File: config.mk
export PLATFORM = sky130hd
export DESIGN_NAME = reg_file_param
export DESIGN_NICKNAME = d
export VERILOG_FILES = /design/src/rtl/reg_file_param.sv
export SDC_FILE = /design/constraint.sdc
export NUM_CORES = 1
export LEC_CHECK = 0
export CORE_ASPECT_RATIO = 2
export CORE_UTILIZATION = 53
export DETAILED_ROUTE_END_ITERATION = 10
export GPL_ROUTABILITY_DRIVEN = 0
export PLACE_DENSITY_LB_ADDON = 0.08
export SYNTH_ARGS = -nofsm -noshare
export SYNTH_HDL_FRONTEND = slang
export SYNTH_SLANG_ARGS = --single-unit
File: constraint.sdc
create_clock -name UserCLK -period 4.2 [get_ports UserCLK]
set_clock_uncertainty 0.05 [all_clocks]
set_input_delay 1.26 -clock UserCLK [delete_from_list [all_inputs] [get_ports UserCLK]]
set_output_delay 1.26 -clock UserCLK [all_outputs]
set_load 0.005 [all_outputs]
File: src/rtl/reg_file_param.sv
// ---------------------------------------------------------------------------
// reg_file_param
//
// Parameterised register file with one write port and two read ports.
// After reset is released, a clear sequence writes zero to every entry.
// Busy is high during that sequence, and user writes are ignored.
// Each read port can return its data either combinationally or through a
// one-cycle output register. An optional write-bypass forwards D straight
// to a read port when that port addresses the entry being written.
//
// Parameters
//   DATA_WIDTH   bits per entry
//   ADDR_WIDTH   address bits, DEPTH = 2**ADDR_WIDTH entries
//   NoConfigBits width of ConfigBits (bits [2:0] are used)
//
// Ports
//   UserCLK     in   1             rising-edge clock
//   UserRST_N   in   1             asynchronous active-low reset
//   D           in   DATA_WIDTH    write data
//   W_ADR       in   ADDR_WIDTH    write address
//   W_en        in   1             write enable, active high
//   A_ADR       in   ADDR_WIDTH    read port A address
//   AD          out  DATA_WIDTH    read port A data
//   B_ADR       in   ADDR_WIDTH    read port B address
//   BD          out  DATA_WIDTH    read port B data
//   Busy        out  1             high while the clear sequence runs
//   ConfigBits  in   NoConfigBits  static: [0] A registered,
//                                  [1] B registered, [2] write bypass
// ---------------------------------------------------------------------------
module reg_file_param #(
    parameter int DATA_WIDTH   = 4,
    parameter int ADDR_WIDTH   = 5,
    parameter int NoConfigBits = 3
) (
    input  logic                    UserCLK,
    input  logic                    UserRST_N,
    input  logic [DATA_WIDTH-1:0]   D,
    input  logic [ADDR_WIDTH-1:0]   W_ADR,
    input  logic                    W_en,
    input  logic [ADDR_WIDTH-1:0]   A_ADR,
    output logic [DATA_WIDTH-1:0]   AD,
    input  logic [ADDR_WIDTH-1:0]   B_ADR,
    output logic [DATA_WIDTH-1:0]   BD,
    output logic                    Busy,
    input  logic [NoConfigBits-1:0] ConfigBits
);

    localparam int DEPTH = 1 << ADDR_WIDTH;
    // The clear pointer has one spare bit, so it can reach DEPTH without wrapping.
    localparam logic [ADDR_WIDTH:0] LAST_PTR = (ADDR_WIDTH + 1)'(DEPTH - 1);
    localparam logic [ADDR_WIDTH:0] PTR_ONE  = (ADDR_WIDTH + 1)'(1);

    localparam logic [0:0] S_CLEAR = 1'b0;
    localparam logic [0:0] S_READY = 1'b1;

    // Storage: no reset. Contents become zero only through the clear sequence.
    logic [DATA_WIDTH-1:0] mem [DEPTH];

    logic [0:0]            state_q,   state_d;
    logic [ADDR_WIDTH:0]   clr_ptr_q, clr_ptr_d;
    logic                  busy_q,    busy_d;
    logic [DATA_WIDTH-1:0] ad_reg_q,  ad_reg_d;
    logic [DATA_WIDTH-1:0] bd_reg_q,  bd_reg_d;

    logic                  a_reg_en;
    logic                  b_reg_en;
    logic                  bypass_en;

    logic [DATA_WIDTH-1:0] rd_a;
    logic [DATA_WIDTH-1:0] rd_b;

    logic                  mem_we;
    logic [ADDR_WIDTH-1:0] mem_wa;
    logic [DATA_WIDTH-1:0] mem_wd;

    assign a_reg_en  = ConfigBits[0];
    assign b_reg_en  = ConfigBits[1];
    assign bypass_en = ConfigBits[2];

    // ---- combinational read (stage 0) ----
    // The read ports return zero while Busy is high. Busy is high exactly
    // while the FSM is in CLEAR, so the bypass can only fire in READY.
    always_comb begin
        rd_a = '0;
        if (!busy_q) begin
            if (bypass_en && W_en && (A_ADR == W_ADR)) begin
                rd_a = D;
            end else begin
                rd_a = mem[A_ADR];
            end
        end
    end

    always_comb begin
        rd_b = '0;
        if (!busy_q) begin
            if (bypass_en && W_en && (B_ADR == W_ADR)) begin
                rd_b = D;
            end else begin
                rd_b = mem[B_ADR];
            end
        end
    end

    // ---- write-port selection ----
    // In CLEAR the clear sequence owns the write port and user writes are dropped.
    // While reset is held the FSM stays in CLEAR, so any in-flight user write
    // is discarded as well.
    always_comb begin
        mem_we = 1'b0;
        mem_wa = W_ADR;
        mem_wd = D;
        if (state_q == S_CLEAR) begin
            mem_we = 1'b1;
            mem_wa = clr_ptr_q[ADDR_WIDTH-1:0];
            mem_wd = '0;
        end else if (W_en) begin
            mem_we = 1'b1;
        end
    end

    always_ff @(posedge UserCLK) begin
        if (mem_we) begin
            mem[mem_wa] <= mem_wd;
        end
    end

    // ---- control next-state ----
    // The edge that clears entry DEPTH-1 also moves the FSM to READY and drops Busy.
    // As a result, CLEAR lasts exactly DEPTH cycles.
    always_comb begin
        state_d   = state_q;
        clr_ptr_d = clr_ptr_q;
        busy_d    = busy_q;
        if (state_q == S_CLEAR) begin
            clr_ptr_d = clr_ptr_q + PTR_ONE;
            if (clr_ptr_q == LAST_PTR) begin
                state_d = S_READY;
                busy_d  = 1'b0;
            end
        end
        ad_reg_d = rd_a;
        bd_reg_d = rd_b;
    end

    // ---- output registers (stage 1) ----
    always_ff @(posedge UserCLK or negedge UserRST_N) begin
        if (!UserRST_N) begin
            state_q   <= S_CLEAR;
            clr_ptr_q <= '0;
            busy_q    <= 1'b1;
            ad_reg_q  <= '0;
            bd_reg_q  <= '0;
        end else begin
            state_q   <= state_d;
            clr_ptr_q <= clr_ptr_d;
            busy_q    <= busy_d;
            ad_reg_q  <= ad_reg_d;
            bd_reg_q  <= bd_reg_d;
        end
    end

    // The registered path is already zero under reset. The combinational
    // path is gated by Busy, so both outputs read zero in every configuration.
    assign AD   = a_reg_en ? ad_reg_q : rd_a;
    assign BD   = b_reg_en ? bd_reg_q : rd_b;
    assign Busy = busy_q;

endmodule
Yosys cells after proc, flatten, opt, wreduce, memory -nomap -nowiden

Memories as Yosys holds them, arrays and structs flattened.
Cells that the tools add are included.
W data, S select, Z words.

Register bits: 16
RAM bits: 128
Memories: 1
Output and inout port bits: 9
Input bits: 25

Add/sub/neg operators: 1
Equality and inequality tests: 3
Bitwise logic cells: 1
Reductions and logical operators: 4
Muxes and demuxes: 14

Memory list:

| name | words | bits a word | read ports | clocked after Yosys merged registers in | write ports | RTL line | text |
|---|---|---|---|---|---|---|---|
| mem  | 32    | 4           | 2          | 0                                       | 1           | 57       | `logic [DATA_WIDTH-1:0] mem [DEPTH];` |

Operator list:

| operator              | count |
|---|---|
| $mux W4               | 7 |
| $eq A5 B5 Y1          | 2 |
| $add A6 B1 Y6 const B | 1 |
| $eq A6 B5 Y1 const B  | 1 |
| $mux W1               | 6 |
| $mux W5               | 1 |
| $logic_and A1 B1 Y1   | 3 |
| $reduce_and A2 Y1     | 1 |
| $not A1 Y1            | 1 |

Logic depth before layout (Yosys ltp)

Depth after elaboration: 5
Depth in mapped cells: 8
Depth with buffers taken out: 5

Worst setup path after synthesis

No wires, ideal clock.

Path type: input port to output port
From: input A_ADR[0]
To: output AD[1]
Stages: 8
Required time: 2.890 ns
Setup slack: 0.154 ns
Data arrival time: 2.736 ns
Path through: buf_4 > buf_12 > buf_12 > mux2i_1 > a22oi_1 > a21oi_1 > or4_4 > o31ai_2

Word-level cells in the longest chain between the ends: 5
Elaborated cells on any way between the ends: 6

Ends and longest elaborated chain:

| element                                                                | RTL line | text |
|---|---|---|
| start, declared                                                        | 40       | `input logic [ADDR_WIDTH-1:0] A_ADR,` |
| parallel branches: the longest is 2 deep, another holds $mem_v2 Z32 W4 | --       |  |
| $mux W4 (*)                                                            | 86       | `if (bypass_en && W_en && (A_ADR == W_ADR)) begin` |
| $mux W4 (*)                                                            | 85       | `if (!busy_q) begin` |
| $mux W4 (*)                                                            | 165      | `assign AD = a_reg_en ? ad_reg_q : rd_a;` |
| end, declared                                                          | 41       | `output logic [DATA_WIDTH-1:0] AD,` |

Every way passes the cells marked *.

Worst setup path after layout

From: input A_ADR[0]
To: output AD[0]

The elaborated chain is that of the path after synthesis.

==> run_summary.xml <==
<?xml version="1.0" encoding="UTF-8"?>
<metrics>
  <group name="clocking">
    <metric name="cts_buffers" unit="">17</metric>
    <metric name="root_buffer" unit="">sky130_fd_sc_hd__clkbuf_16</metric>
    <metric name="max-clock-path-buffers" unit="">2</metric>
    <metric name="htreeDepth" unit="">4</metric>
    <metric name="clkSlewWorstSetupHoldPaths" unit="ns">0.06</metric>
    <metric name="cts_hold_repair.buffers" unit="">0</metric>
    <metric name="clk-insertion-delay-late" unit="ns">0.43</metric>
    <metric name="cts.sink_count" unit="">144</metric>
    <metric name="tritoncts" unit="">built</metric>
  </group>
  <group name="synthesis">
    <metric name="area_share_of_xor_xnor_cells_in_the_synthesized_design" unit="%">1.78</metric>
    <metric name="syn_avg_cell_area" unit="sq um">13.7</metric>
    <metric name="arithmetic_cell_share_of_the_synthesized_area_counting_full_adders_half_adders_and_majority_gates" unit="%">0.170</metric>
    <metric name="cell_count_after_synthesis" unit="">539</metric>
    <metric name="netlist_area" unit="sq um">7370</metric>
    <metric name="synth-seq-area-share" unit="%">57.6</metric>
    <metric name="yosysUniqueCellTypes" unit="">41</metric>
    <metric name="synthSimpleGateAreaFrac" unit="%">8.50</metric>
    <metric name="post_synth_mux_area_share" unit="%">18.6</metric>
    <metric name="synth_top_family_by_area" unit="">multiplexers</metric>
    <metric name="synth-seq-cells" unit="">144</metric>
    <metric name="synth_compound_gate_area_share" unit="%">10.5</metric>
    <metric name="syn_nets" unit="">565</metric>
    <metric name="yosys_warnings" unit="">0</metric>
  </group>
  <group name="placement">
    <metric name="placement.io_buffers" unit="">33</metric>
    <metric name="dp_worst_setup_slack" unit="ns">-1.18</metric>
    <metric name="post-place-cells" unit="">755</metric>
    <metric name="detailedPlacementHpwl" unit="um">15400</metric>
  </group>
  <group name="global_route">
    <metric name="grt_start_max_net_pins" unit="">33</metric>
    <metric name="all_layer_gr_usage" unit="%">31.9</metric>
    <metric name="grt.overflow.total" unit="">0</metric>
    <metric name="number_of_antenna_violations_at_the_first_check_in_global_routing" unit="">0</metric>
    <metric name="via_count_of_the_first_global_routing_pass" unit="">5545</metric>
    <metric name="grt_pass1_wl" unit="um">32200</metric>
  </group>
  <group name="critical_path">
    <metric name="cp_cell_sequence" unit="">buf_12 &gt; buf_12 &gt; buf_6 &gt; mux2i_1 &gt; a22oi_1 &gt; a21oi_2 &gt; or4_4 &gt; o31ai_4 &gt; buf_2</metric>
    <metric name="slowest_stage" unit="">sky130_fd_sc_hd__or4_4</metric>
    <metric name="critPathCaptureType" unit="">primary output</metric>
    <metric name="cp_data_required_time" unit="ns">2.89</metric>
    <metric name="cp-start-kind" unit="">input port</metric>
    <metric name="stage_delay_of_the_slowest_cell_on_the_critical_path" unit="ns">0.47</metric>
    <metric name="critPathArrivalTime" unit="ns">2.96</metric>
    <metric name="crit_type" unit="">in -&gt; out</metric>
    <metric name="critPathMostFrequentCell" unit="">sky130_fd_sc_hd__buf_12</metric>
    <metric name="maximum_fanout_along_the_worst_path" unit="">8</metric>
  </group>
  <group name="floorplanning">
    <metric name="core_area" unit="sq um">13500</metric>
    <metric name="die-width" unit="um">85.4</metric>
    <metric name="core.rowCount" unit="">60</metric>
    <metric name="top_level_ports" unit="">34</metric>
    <metric name="overall_die_area" unit="sq um">14400</metric>
    <metric name="initial_core_util" unit="%">54.6</metric>
    <metric name="die_h" unit="um">169</metric>
  </group>
  <group name="run">
    <metric name="maxCapViolations" unit="">0</metric>
  </group>
  <group name="drt">
    <metric name="vias_per_cell" unit="">6.55</metric>
    <metric name="drcViolationCount" unit="">0</metric>
    <metric name="detail-route-antenna-nets" unit="">0</metric>
    <metric name="wl" unit="um">21900</metric>
    <metric name="drt-initial-drc-count" unit="">347</metric>
    <metric name="vias_after_detailed_routing" unit="">5259</metric>
    <metric name="wl_per_cell" unit="um">27.2</metric>
    <metric name="drt_pre_antenna_iters" unit="">5</metric>
  </group>
  <group name="cells_and_area">
    <metric name="final_layout_size_suffix_gt1_share" unit="%">32.7</metric>
    <metric name="n_antenna_cell" unit="">0</metric>
    <metric name="area_of_the_multi_input_gates" unit="sq um">3290</metric>
    <metric name="ff_latch_area" unit="sq um">4250</metric>
    <metric name="layout.cells.non_filler" unit="">803</metric>
    <metric name="number_of_fill_cells_in_the_layout" unit="">944</metric>
    <metric name="layout-area-overhead-vs-synth" unit="%">26.8</metric>
    <metric name="post-route-util" unit="%">69.2</metric>
    <metric name="final_net_count" unit="">661</metric>
  </group>
  <group name="sta">
    <metric name="report.final.setup_viol" unit="">7</metric>
    <metric name="hold_violations" unit="">0</metric>
    <metric name="achievable_freq" unit="MHz">234</metric>
    <metric name="slew_viol_final" unit="">0</metric>
    <metric name="timing_worst_slew_pin_value" unit="ns">0.815</metric>
    <metric name="final.hold.worst_slack" unit="ns">0.429</metric>
    <metric name="rsz0062_at_grt" unit="">true</metric>
    <metric name="slew_headroom" unit="%">45.5</metric>
    <metric name="finalCritPeriodShare" unit="%">102</metric>
    <metric name="setup_ws" unit="ns">-0.0673</metric>
    <metric name="final_period_minus_worst_setup_slack" unit="ns">4.27</metric>
  </group>
  <group name="pwr">
    <metric name="peak_supply_drop" unit="mV">0.388</metric>
    <metric name="static-leakage-power" unit="nW">3.39</metric>
    <metric name="power_per_cell_area" unit="nW/um^2">381</metric>
  </group>
  <group name="hold_path">
    <metric name="min-delay-path-class" unit="">reg -&gt; reg</metric>
  </group>
  <group name="status">
    <metric name="failing_checks" unit="">setup timing</metric>
    <metric name="result_of_the_run" unit="">finished, violations left</metric>
  </group>
</metrics>
## per-layer routing
layer	routed length (um)	GRT usage [%]	share of wire (%)	vias up
met1	7340	32.0	34	2640
met5	0	0	0	-
met4	1730	24.2	7.9	0
met3	1020	5.66	4.7	100
met2	11800	57.5	54	211
li1	-	-	-	2308
## final cells by class
cell class                      instances  area share (%)
Sequential cell                       144            45.4
Multi-Input combinational cell        366            35.2
Timing Repair Buffer                  106            10.8
Clock buffer                           20            4.88
Tap cell                              155            2.07
Clock inverter                         12            1.59
## where the power goes
group	internal [mW]	leakage [nW]	switching [mW]	total, mW
logic	0.198	1.76	0.226	0.424
registers	1.57	1.34	0.00341	1.58
clock network	0.922	0.294	0.636	1.56
total	2.69	3.39	0.865	3.56
## cells in the mapped netlist (all sizes together)
| cell | number | area share [%] |
|---|---|---|
| a41oi | 1 | 0.12 |
| nand2b | 6 | 0.51 |
| a21oi | 26 | 1.8 |
| or3 | 1 | 0.085 |
| a32oi | 1 | 0.12 |
| dfstp | 1 | 0.36 |
| a31oi | 1 | 0.085 |
| a22oi | 56 | 5.7 |
| nor2 | 39 | 2.0 |
| o31ai | 4 | 0.68 |
| mux2i | 98 | 13 |
| or2 | 6 | 0.51 |
| nand4 | 2 | 0.17 |
| nor2b | 23 | 2.0 |
| mux4 | 16 | 4.9 |
| o21ai | 12 | 0.81 |
| nor3 | 3 | 0.20 |
| xnor2 | 14 | 1.7 |
| clkbuf | 10 | 0.51 |
| ha | 1 | 0.17 |
| o21a | 1 | 0.10 |
| o21bai | 2 | 0.20 |
| and2 | 7 | 0.59 |
| buf | 19 | 2.4 |
| a211oi | 8 | 0.81 |
| xor2 | 1 | 0.12 |
| nand2 | 19 | 0.97 |
| nor3b | 1 | 0.10 |
| dfrtp | 15 | 5.1 |
| mux2 | 2 | 0.31 |
| edfxtp | 128 | 52 |
| nand3 | 6 | 0.41 |
| a21o | 1 | 0.10 |
| or4 | 8 | 1.0 |
## path summary, 6_finish.rpt
kind | startpoint | endpoint | slack, ns | cells past startpoint
setup / recovery | A_ADR[0] | AD[0] | -0.07 | 9
hold reg to reg | clr_ptr_q[5]$_DFFE_PN0N_ | clr_ptr_q[5]$_DFFE_PN0N_ | 0.43 | 1
setup reg to reg | state_q$_DFF_PN0_ | mem[19][0]$_DFFE_PP_ | 1.69 | 4
hold / removal | clr_ptr_q[5]$_DFFE_PN0N_ | clr_ptr_q[5]$_DFFE_PN0N_ | 0.43 | 1
min in group asynchronous | UserRST_N | bd_reg_q[1]$_DFF_PN0_ | 1.25 | 1
max in group asynchronous | UserRST_N | clr_ptr_q[5]$_DFFE_PN0N_ | 2.34 | 1
## cell usage in the layout, fill, tap and decap left out, types with 3 or more instances in the layout
master	synthesis	final
sky130_fd_sc_hd__o21ai_1	12	10
sky130_fd_sc_hd__mux2i_1	98	83
sky130_fd_sc_hd__xnor2_1	14	13
sky130_fd_sc_hd__a211oi_2	0	6
sky130_fd_sc_hd__a22oi_1	56	44
sky130_fd_sc_hd__nand3_1	6	4
sky130_fd_sc_hd__mux4_2	15	15
sky130_fd_sc_hd__nor2_1	39	37
sky130_fd_sc_hd__clkdlybuf4s50_1	0	10
sky130_fd_sc_hd__nand2_1	19	19
sky130_fd_sc_hd__or2_1	3	3
sky130_fd_sc_hd__or4_4	4	8
sky130_fd_sc_hd__buf_2	4	11
sky130_fd_sc_hd__dlygate4sd2_1	0	8
sky130_fd_sc_hd__a22oi_2	0	12
sky130_fd_sc_hd__a21oi_2	0	6
sky130_fd_sc_hd__or2_2	3	3
sky130_fd_sc_hd__inv_6	0	4
sky130_fd_sc_hd__a21oi_1	26	20
sky130_fd_sc_hd__and2_1	7	5
sky130_fd_sc_hd__mux2i_2	0	11
sky130_fd_sc_hd__dfrtp_1	15	15
sky130_fd_sc_hd__nor2b_4	0	5
sky130_fd_sc_hd__nand2b_1	6	4
sky130_fd_sc_hd__mux2i_4	0	4
sky130_fd_sc_hd__buf_4	6	52
sky130_fd_sc_hd__clkinv_4	0	4
sky130_fd_sc_hd__clkbuf_16	0	17
sky130_fd_sc_hd__edfxtp_1	128	128
sky130_fd_sc_hd__buf_6	6	12
sky130_fd_sc_hd__buf_12	2	9
sky130_fd_sc_hd__nor3_1	3	3
sky130_fd_sc_hd__nor2b_1	23	17
## cells by family after synthesis
logic type / after synthesis
buf+inv: 29
simple gates: 121
flops: 144
mux: 116
fa+ha+maj: 1
compound gates: 113
xor+xnor: 15
## repair_timing
| item | CTS | global route |
|---|---|---|
| gates resized for setup | 154 | 20 |
| cloned | 2 | 0 |
| setup endpoints to repair | 8 | 8 |
| pin swaps | 63 | 18 |
| setup buffers | 13 | 2 |
## metrics by stage
| stage | setup TNS, ns | instance area (sq um) | total power [mW] |
|---|---|---|---|
| after global placement | -7.67 | 8170 | 1.96 |
| after global routing | -0.447 | 9350 | 3.64 |
| after CTS | -0.0555 | 9240 | 3.55 |
| final | -0.199 | 9350 | 3.56 |
| after detailed placement | -7.82 | 8170 | 1.97 |
| after floorplan | 0 | 7370 | 1.81 |
## state kept, by name, indices dropped and copies added (netlist names)
| signal | flops |
|---|---|
| Busy | 1 |
| state_q | 1 |
| clr_ptr_q | 6 |
| mem | 128 |
| ad_reg_q | 4 |
| bd_reg_q | 4 |
## critical path: cells and delay by family
kind,cells,cell delay (ns)
AOI/OAI and AO/OA,3,0.55
buffers and inverters,4,0.54
muxes,1,0.12
and+or+nand+nor,1,0.47
(Power assumes the default switching activity.)
